`src/rtl/iommu_pdtc_sa.sv`:
```
// iommu_pdtc_sa -- set-associative Process Directory Table Cache.
//
// Caches process contexts (iommu_pkg::pc_t) tagged by {device_id, process_id}.
// Set index = low bits of (pid ^ did). Each set has a tree PLRU.
// Lookups are registered and return one cycle after they are accepted.
// A DID-only invalidation sweeps one set per cycle and raises busy_o.
//
// Ports
//   clk_i, rst_i                   clock, synchronous active-high reset
//   flush_i, flush_dv_i,           invalidation request and match mode
//   flush_pv_i, flush_did_i,
//   flush_pid_i
//   busy_o                         DID sweep in progress
//   update_i, up_did_i, up_pid_i,  insert request (dropped unless ta.v=1)
//   up_content_i
//   lookup_i, lu_did_i, lu_pid_i   lookup request
//   lu_valid_o, lu_hit_o,          registered lookup result
//   lu_content_o
//
// Optional feature (macro IOMMU_PDTC_PERF_EN): adds perf_clr_i, hit_cnt_o and
// miss_cnt_o, saturating 32-bit counters of accepted lookups.

package iommu_pkg;
  typedef struct packed {
    logic [19:0] pscid;
    logic        sum;
    logic        ens;
    logic        v;
  } ta_t;

  typedef struct packed {
    logic [3:0]  mode;
    logic [43:0] ppn;
  } fsc_t;

  typedef struct packed {
    ta_t  ta;
    fsc_t fsc;
  } pc_t;
endpackage

module iommu_pdtc_sa #(
  parameter int unsigned SETS             = 4,
  parameter int unsigned WAYS             = 4,
  parameter int unsigned DEVICE_ID_WIDTH  = 24,
  parameter int unsigned PROCESS_ID_WIDTH = 20
) (
  input  logic                        clk_i,
  input  logic                        rst_i,
  input  logic                        flush_i,
  input  logic                        flush_dv_i,
  input  logic                        flush_pv_i,
  input  logic [DEVICE_ID_WIDTH-1:0]  flush_did_i,
  input  logic [PROCESS_ID_WIDTH-1:0] flush_pid_i,
  output logic                        busy_o,
  input  logic                        update_i,
  input  logic [DEVICE_ID_WIDTH-1:0]  up_did_i,
  input  logic [PROCESS_ID_WIDTH-1:0] up_pid_i,
  input  iommu_pkg::pc_t              up_content_i,
  input  logic                        lookup_i,
  input  logic [DEVICE_ID_WIDTH-1:0]  lu_did_i,
  input  logic [PROCESS_ID_WIDTH-1:0] lu_pid_i,
  output logic                        lu_valid_o,
  output logic                        lu_hit_o,
  output iommu_pkg::pc_t              lu_content_o
`ifdef IOMMU_PDTC_PERF_EN
  ,
  input  logic                        perf_clr_i,
  output logic [31:0]                 hit_cnt_o,
  output logic [31:0]                 miss_cnt_o
`endif
);

  localparam int unsigned SW = (SETS > 1) ? $clog2(SETS) : 1;
  localparam int unsigned WW = $clog2(WAYS);

  typedef logic [SW-1:0]   set_t;
  typedef logic [WW-1:0]   way_t;
  typedef logic [WAYS-2:0] plru_t;

  typedef enum logic {IDLE, SWEEP} state_t;

  logic [DEVICE_ID_WIDTH-1:0]  did_q  [SETS][WAYS];
  logic [PROCESS_ID_WIDTH-1:0] pid_q  [SETS][WAYS];
  iommu_pkg::pc_t              data_q [SETS][WAYS];
  logic [WAYS-1:0]             valid_q [SETS];
  plru_t                       plru_q  [SETS];

  state_t                      state;
  set_t                        sweep_idx;
  logic [DEVICE_ID_WIDTH-1:0]  sweep_did;

  function automatic set_t set_idx(input logic [DEVICE_ID_WIDTH-1:0]  did,
                                   input logic [PROCESS_ID_WIDTH-1:0] pid);
    if (SETS == 1) return '0;
    return set_t'(did[SW-1:0] ^ pid[SW-1:0]);
  endfunction

  // Tree PLRU, heap-numbered nodes 1..WAYS-1 stored at bit node-1.
  // Each node bit points toward the subtree to evict next.
  function automatic plru_t plru_touch(input plru_t bits, input way_t way);
    plru_t r;
    way_t  node;
    way_t  rest;
    logic  b;
    r    = bits;
    node = way_t'(1);
    rest = way;
    for (int unsigned l = 0; l < WW; l++) begin
      b                   = rest[WW-1];
      r[node - way_t'(1)] = ~b;
      node                = way_t'({node, b});
      rest                = rest << 1;
    end
    return r;
  endfunction

  function automatic way_t plru_victim(input plru_t bits);
    way_t node;
    way_t v;
    logic b;
    node = way_t'(1);
    v    = '0;
    for (int unsigned l = 0; l < WW; l++) begin
      b    = bits[node - way_t'(1)];
      v    = way_t'({v, b});
      node = way_t'({node, b});
    end
    return v;
  endfunction

  set_t lu_set, up_set, fl_set;
  logic lu_acc, up_acc, fl_acc;
  logic lu_hit;
  way_t lu_way;
  logic up_same, up_free;
  way_t up_same_way, up_free_way, up_way;
  logic [WAYS-1:0] fl_mask, sw_mask;

  assign lu_set = set_idx(lu_did_i, lu_pid_i);
  assign up_set = set_idx(up_did_i, up_pid_i);
  assign fl_set = set_idx(flush_did_i, flush_pid_i);

  assign lu_acc = lookup_i && !busy_o && !flush_i;
  assign up_acc = update_i && !busy_o && !flush_i && up_content_i.ta.v;
  assign fl_acc = flush_i && !busy_o;

  always_comb begin
    lu_hit = 1'b0;
    lu_way = '0;
    for (int unsigned w = 0; w < WAYS; w++) begin
      if (valid_q[lu_set][w] && did_q[lu_set][w] == lu_did_i &&
          pid_q[lu_set][w] == lu_pid_i) begin
        lu_hit = 1'b1;
        lu_way = way_t'(w);
      end
    end
  end

  // Way choice: overwrite same tag, else lowest free way, else PLRU victim.
  always_comb begin
    up_same     = 1'b0;
    up_same_way = '0;
    up_free     = 1'b0;
    up_free_way = '0;
    for (int unsigned w = 0; w < WAYS; w++) begin
      if (valid_q[up_set][w] && did_q[up_set][w] == up_did_i &&
          pid_q[up_set][w] == up_pid_i) begin
        up_same     = 1'b1;
        up_same_way = way_t'(w);
      end
      if (!valid_q[up_set][w] && !up_free) begin
        up_free     = 1'b1;
        up_free_way = way_t'(w);
      end
    end
    if (up_same)      up_way = up_same_way;
    else if (up_free) up_way = up_free_way;
    else              up_way = plru_victim(plru_q[up_set]);
  end

  always_comb begin
    fl_mask = '0;
    sw_mask = '0;
    for (int unsigned w = 0; w < WAYS; w++) begin
      fl_mask[w] = did_q[fl_set][w] == flush_did_i && pid_q[fl_set][w] == flush_pid_i;
      sw_mask[w] = did_q[sweep_idx][w] == sweep_did;
    end
  end

  // Tag/data storage carries no reset; valid bits gate every use.
  always_ff @(posedge clk_i) begin
    if (up_acc) begin
      did_q[up_set][up_way]  <= up_did_i;
      pid_q[up_set][up_way]  <= up_pid_i;
      data_q[up_set][up_way] <= up_content_i;
    end
  end

  always_ff @(posedge clk_i) begin
    if (rst_i) begin
      state        <= IDLE;
      busy_o       <= 1'b0;
      sweep_idx    <= '0;
      sweep_did    <= '0;
      lu_valid_o   <= 1'b0;
      lu_hit_o     <= 1'b0;
      lu_content_o <= '0;
      for (int unsigned s = 0; s < SETS; s++) begin
        valid_q[s] <= '0;
        plru_q[s]  <= '0;
      end
    end else begin
      lu_valid_o   <= lu_acc;
      lu_hit_o     <= lu_acc && lu_hit;
      lu_content_o <= (lu_acc && lu_hit) ? data_q[lu_set][lu_way] : '0;

      // Update touch is issued last so it wins when both hit the same set.
      if (lu_acc && lu_hit) plru_q[lu_set] <= plru_touch(plru_q[lu_set], lu_way);
      if (up_acc)           plru_q[up_set] <= plru_touch(plru_q[up_set], up_way);

      if (up_acc) valid_q[up_set][up_way] <= 1'b1;

      case (state)
        IDLE: begin
          if (fl_acc) begin
            if (flush_pv_i) begin
              valid_q[fl_set] <= valid_q[fl_set] & ~fl_mask;
            end else if (flush_dv_i) begin
              state     <= SWEEP;
              busy_o    <= 1'b1;
              sweep_idx <= '0;
              sweep_did <= flush_did_i;
            end else begin
              for (int unsigned s = 0; s < SETS; s++) valid_q[s] <= '0;
            end
          end
        end
        SWEEP: begin
          valid_q[sweep_idx] <= valid_q[sweep_idx] & ~sw_mask;
          if (sweep_idx == set_t'(SETS - 1)) begin
            state  <= IDLE;
            busy_o <= 1'b0;
          end else begin
            sweep_idx <= sweep_idx + 1'b1;
          end
        end
        default: begin
          state  <= IDLE;
          busy_o <= 1'b0;
        end
      endcase
    end
  end

`ifdef IOMMU_PDTC_PERF_EN
  always_ff @(posedge clk_i) begin
    if (rst_i || perf_clr_i) begin
      hit_cnt_o  <= '0;
      miss_cnt_o <= '0;
    end else if (lu_acc) begin
      if (lu_hit) begin
        if (hit_cnt_o != '1) hit_cnt_o <= hit_cnt_o + 32'd1;
      end else begin
        if (miss_cnt_o != '1) miss_cnt_o <= miss_cnt_o + 32'd1;
      end
    end
  end
`endif

endmodule

```
`config.mk`:
```
export PLATFORM = sky130hd
export DESIGN_NAME = iommu_pdtc_sa
export DESIGN_NICKNAME = d
export VERILOG_FILES = /design/src/rtl/iommu_pdtc_sa.sv
export SDC_FILE = /design/constraint.sdc
export NUM_CORES = 2
export LEC_CHECK = 0
export ABC_AREA = 0
export CAP_MARGIN = 10
export CORE_UTILIZATION = 60
export CTS_BUF_LIST = sky130_fd_sc_hd__clkbuf_2 sky130_fd_sc_hd__clkbuf_4 sky130_fd_sc_hd__clkbuf_8
export DETAILED_ROUTE_END_ITERATION = 8
export PLACE_DENSITY = 0.77
export SYNTH_ARGS = -nofsm -noshare
export SYNTH_HDL_FRONTEND = slang
export SYNTH_SLANG_ARGS = --single-unit
```
`constraint.sdc`:
```
create_clock -name clk_i -period 30.1 [get_ports clk_i]
set_input_delay 6.02 -clock clk_i [delete_from_list [all_inputs] [get_ports clk_i]]
set_output_delay 6.02 -clock clk_i [all_outputs]
set_load 0.02 [all_outputs]
```
==> flow_metrics.tcl <==
set metrics [dict create \
    clock.fmax_mhz 67.2 \
    critPathTopFamily "buffers and inverters" \
    drv_cap 4 \
    io_pins 284 \
    routed_wl_microns 415000 \
    whs_ps 503 \
    cts_htree_levels 5 \
    nets 6330 \
    p_leak_nw 35.3 \
    cts_tree "done" \
    finalMaxSlewViolations 3 \
    place_congestion 1.21 \
    path_cells "clkdlybuf4s50_1, buf_4, xor2_4, buf_12, buf_4, buf_4, mux4_2, xor2_1, nor4_1, nand4_1, nor4_1, buf_4, a21oi_1, nor2_1, nand3_1, nor2_4, buf_4, buf_4, buf_4" \
    area_delta_synth_final_pct 12.9 \
    ant_nets 0 \
    violations "capacitance limit, slew limit" \
    synth_area_sq_um 97000 \
    skew_ps 126 \
    ys_seq_area_frac 0.599 \
    multi_input_area_sq_um 37000 \
    rows 147 \
    layout_min_cycle_time_ps 14870 \
    synthArstFlopShare 0 \
    yosysWarnings 0 \
    clock_sinks 1971 \
    dieArea_sq_um 163000 \
    viasPerCell 7.77 \
    synth_top_cell_area_share 0.578 \
    yosys.area.top_type "edfxtp_1" \
    path_buf_inv 9 \
    layout-drive-gt1-share 0.290 \
    postCtsSetupBuffers 0 \
    final-setup-viol-count 0 \
    cpMostUsedCell "buf_4" \
    first_pass_iters 9 \
    ctsHoldBuffers 0 \
    core_area_sq_um 161000 \
    wl_per_cell_microns 48.5 \
    synth_top_flop_cell "edfxtp_1" \
    max_slew_margin -0.0221 \
    startpoint_type "input port" \
    rrSetupSlack_ps 22670 \
    synth_seq_cells 1971 \
    antenna_found_initial 56 \
    initialDrtViolationCount 12500 \
    synth_edf_count 1868 \
    rsz0062_at_grt "no" \
    die_y_microns 404 \
    nFillCells 9829 \
    grt_pass1_wl_microns 555000 \
    power_density_nw_per_um2 60.6 \
    syn_area_per_cell_sq_um 17.0 \
    crit_fanout 91 \
    grt_overflow 0 \
    crit_path_end_kind "flip-flop" \
    start_util 0.604 \
    yosysUniqueCellTypes 100 \
    ir_drop_uv 72.7 \
    slowest_delay_ps 800 \
    dp_hpwl_microns 277000 \
    postCtsResizedCells 0 \
    io_buffers 283 \
    cp_slowest_cell "buf_4" \
    finalHoldViolCount 0 \
    grt_max_degree 145 \
    die_x_microns 404 \
    critPathArrivalTime_ps 15490 \
    synth_nets 5911 \
    ctsRootBufferMaster "clkbuf_8" \
    fin_setup_tns_ps 0 \
    tightest_slew_ps 1520 \
    synth_cells 5697 \
    seq_area_sq_um 58200 \
    cts_max_path_buffers 4 \
    finalCritPeriodShare 0.494 \
    cp.required_ps 30720 \
    worst_hold_path_type "reg2reg" \
    clk_pin_slew_ps 60 \
    critical_path_class "in2reg" \
    clk_latency_ps 1090 \
    status "finished with violations" \
    numCtsBuffers 331 \
    vias 66500 \
    drcViolationCount 0 \
    grt_pass1_vias 63000 \
    synth_top_cells_by_area "edfxtp_1, mux4_2, xnor2_1" \
    grt.total_usage 0.512 \
]
## layout make-up
| cell class | instances | share of cell area |
|---|---|---|
| tap | 2160 | 0.0247 |
| antenna | 36 | 0.000822 |
| timing repair buffer | 504 | 0.0430 |
| inverter | 45 | 0.00154 |
| sequential | 1971 | 0.531 |
| multi-input combinational | 3263 | 0.337 |
| clock buffer | 485 | 0.0545 |
| clock inverter | 96 | 0.00714 |
## worst register-to-register path: stages (launching register included)
cell	delay, ps
edfxtp_1	450
mux4_2	530
xor2_2	350
nor4_1	770
nand4_1	170
nor4_1	730
buf_4	250
a21oi_1	110
nor2_1	750
nand3_1	500
nor2_4	180
buf_4	570
buf_4	700
buf_4	880
## path summary, 6_finish.rpt
path / startpoint / cells past startpoint / end
worst max register to register: did_q[3][80]$_DFFE_PP_ / 13 / data_q[1][213]$_DFFE_PP_
worst min register to register: busy_o$_SDFFE_PP0P_ / 2 / busy_o$_SDFFE_PP0P_
worst max-delay path: up_did_i[0] / 19 / data_q[1][213]$_DFFE_PP_
worst min-delay path: busy_o$_SDFFE_PP0P_ / 2 / busy_o$_SDFFE_PP0P_
## layout by cell type (no fill, tap or decap), types with 36 or more instances in the layout
cell type / netlist / layout
edfxtp_1: 1868 / 1868
mux4_2: 813 / 813
clkbuf_8: 0 / 373
xnor2_1: 377 / 370
nand2_1: 309 / 309
clkdlybuf4s50_1: 0 / 278
mux2i_1: 232 / 229
buf_4: 30 / 199
a21oi_1: 167 / 167
xor2_1: 148 / 141
nor2_1: 118 / 113
clkbuf_4: 0 / 112
nand4_1: 102 / 102
dfxtp_1: 103 / 101
nand2b_1: 95 / 95
mux2_4: 70 / 70
o211ai_2: 70 / 70
nor4_1: 68 / 64
o21ai_0: 54 / 54
nor3_1: 56 / 52
nand3_1: 52 / 52
nor2b_1: 46 / 45
clkinv_1: 5 / 44
mux2_2: 40 / 40
inv_1: 39 / 39
diode_2: 0 / 36
## kinds of logic after synthesis
| kind of cell | share of synthesized area |
|---|---|
| AO/OA/AOI/OAI | 0.0436 |
| XOR/XNOR | 0.0480 |
| AND/OR/NAND/NOR | 0.0550 |
| multiplexers | 0.230 |
| adder cells (fa/ha/maj) | 0.000516 |
| flip-flops | 0.599 |
| buffers and inverters | 0.0232 |
## power by group
part           switching [mW]  internal, mW
Combinational           0.693         0.376
Clock                    1.15          1.38
Sequential             0.0178          3.02
Total                    1.86          4.78
## metrics by stage
step	setup WS (ps)	cell area (sq um)	utilization	std cells	total power, mW
2_1_floorplan	11790	97000	-	5697	3.66
3_3_place_gp	14670	103000	0.639	7933	4.08
3_5_place_dp	14600	103000	0.639	7935	4.09
4_1_cts	15620	109000	0.681	8516	6.57
5_1_grt	15260	109000	0.682	8528	6.72
6_report	15230	110000	0.682	8560	6.64
## cells in the mapped netlist (all sizes together), types with 95 or more instances
master,number
clkbuf,207
mux2i,232
edfxtp,1868
mux2,110
a21oi,168
xnor2,377
xor2,151
nor2,118
nand2,309
dfxtp,103
mux4,821
nand4,103
buf,211
nand2b,95
## per-layer routing
metal	track usage	vias to the layer above	wire, microns
met3	0.195	1608	61200
met4	0.403	30	41900
met2	0.740	7156	181000
met1	0.621	33500	131000
li1	-	24200	-
met5	0.00268	-	248
## state kept, by name, summed over array words and instances, names as in the netlist, named ones only
name and count:
lu_valid_o 1, state 1, busy_o 1, lu_hit_o 1
data_q 1136, sweep_did 24, pid_q 320, lu_content_o 71
plru_q 12, did_q 384, valid_q 16, sweep_idx 2
(Power assumes the default switching activity.)
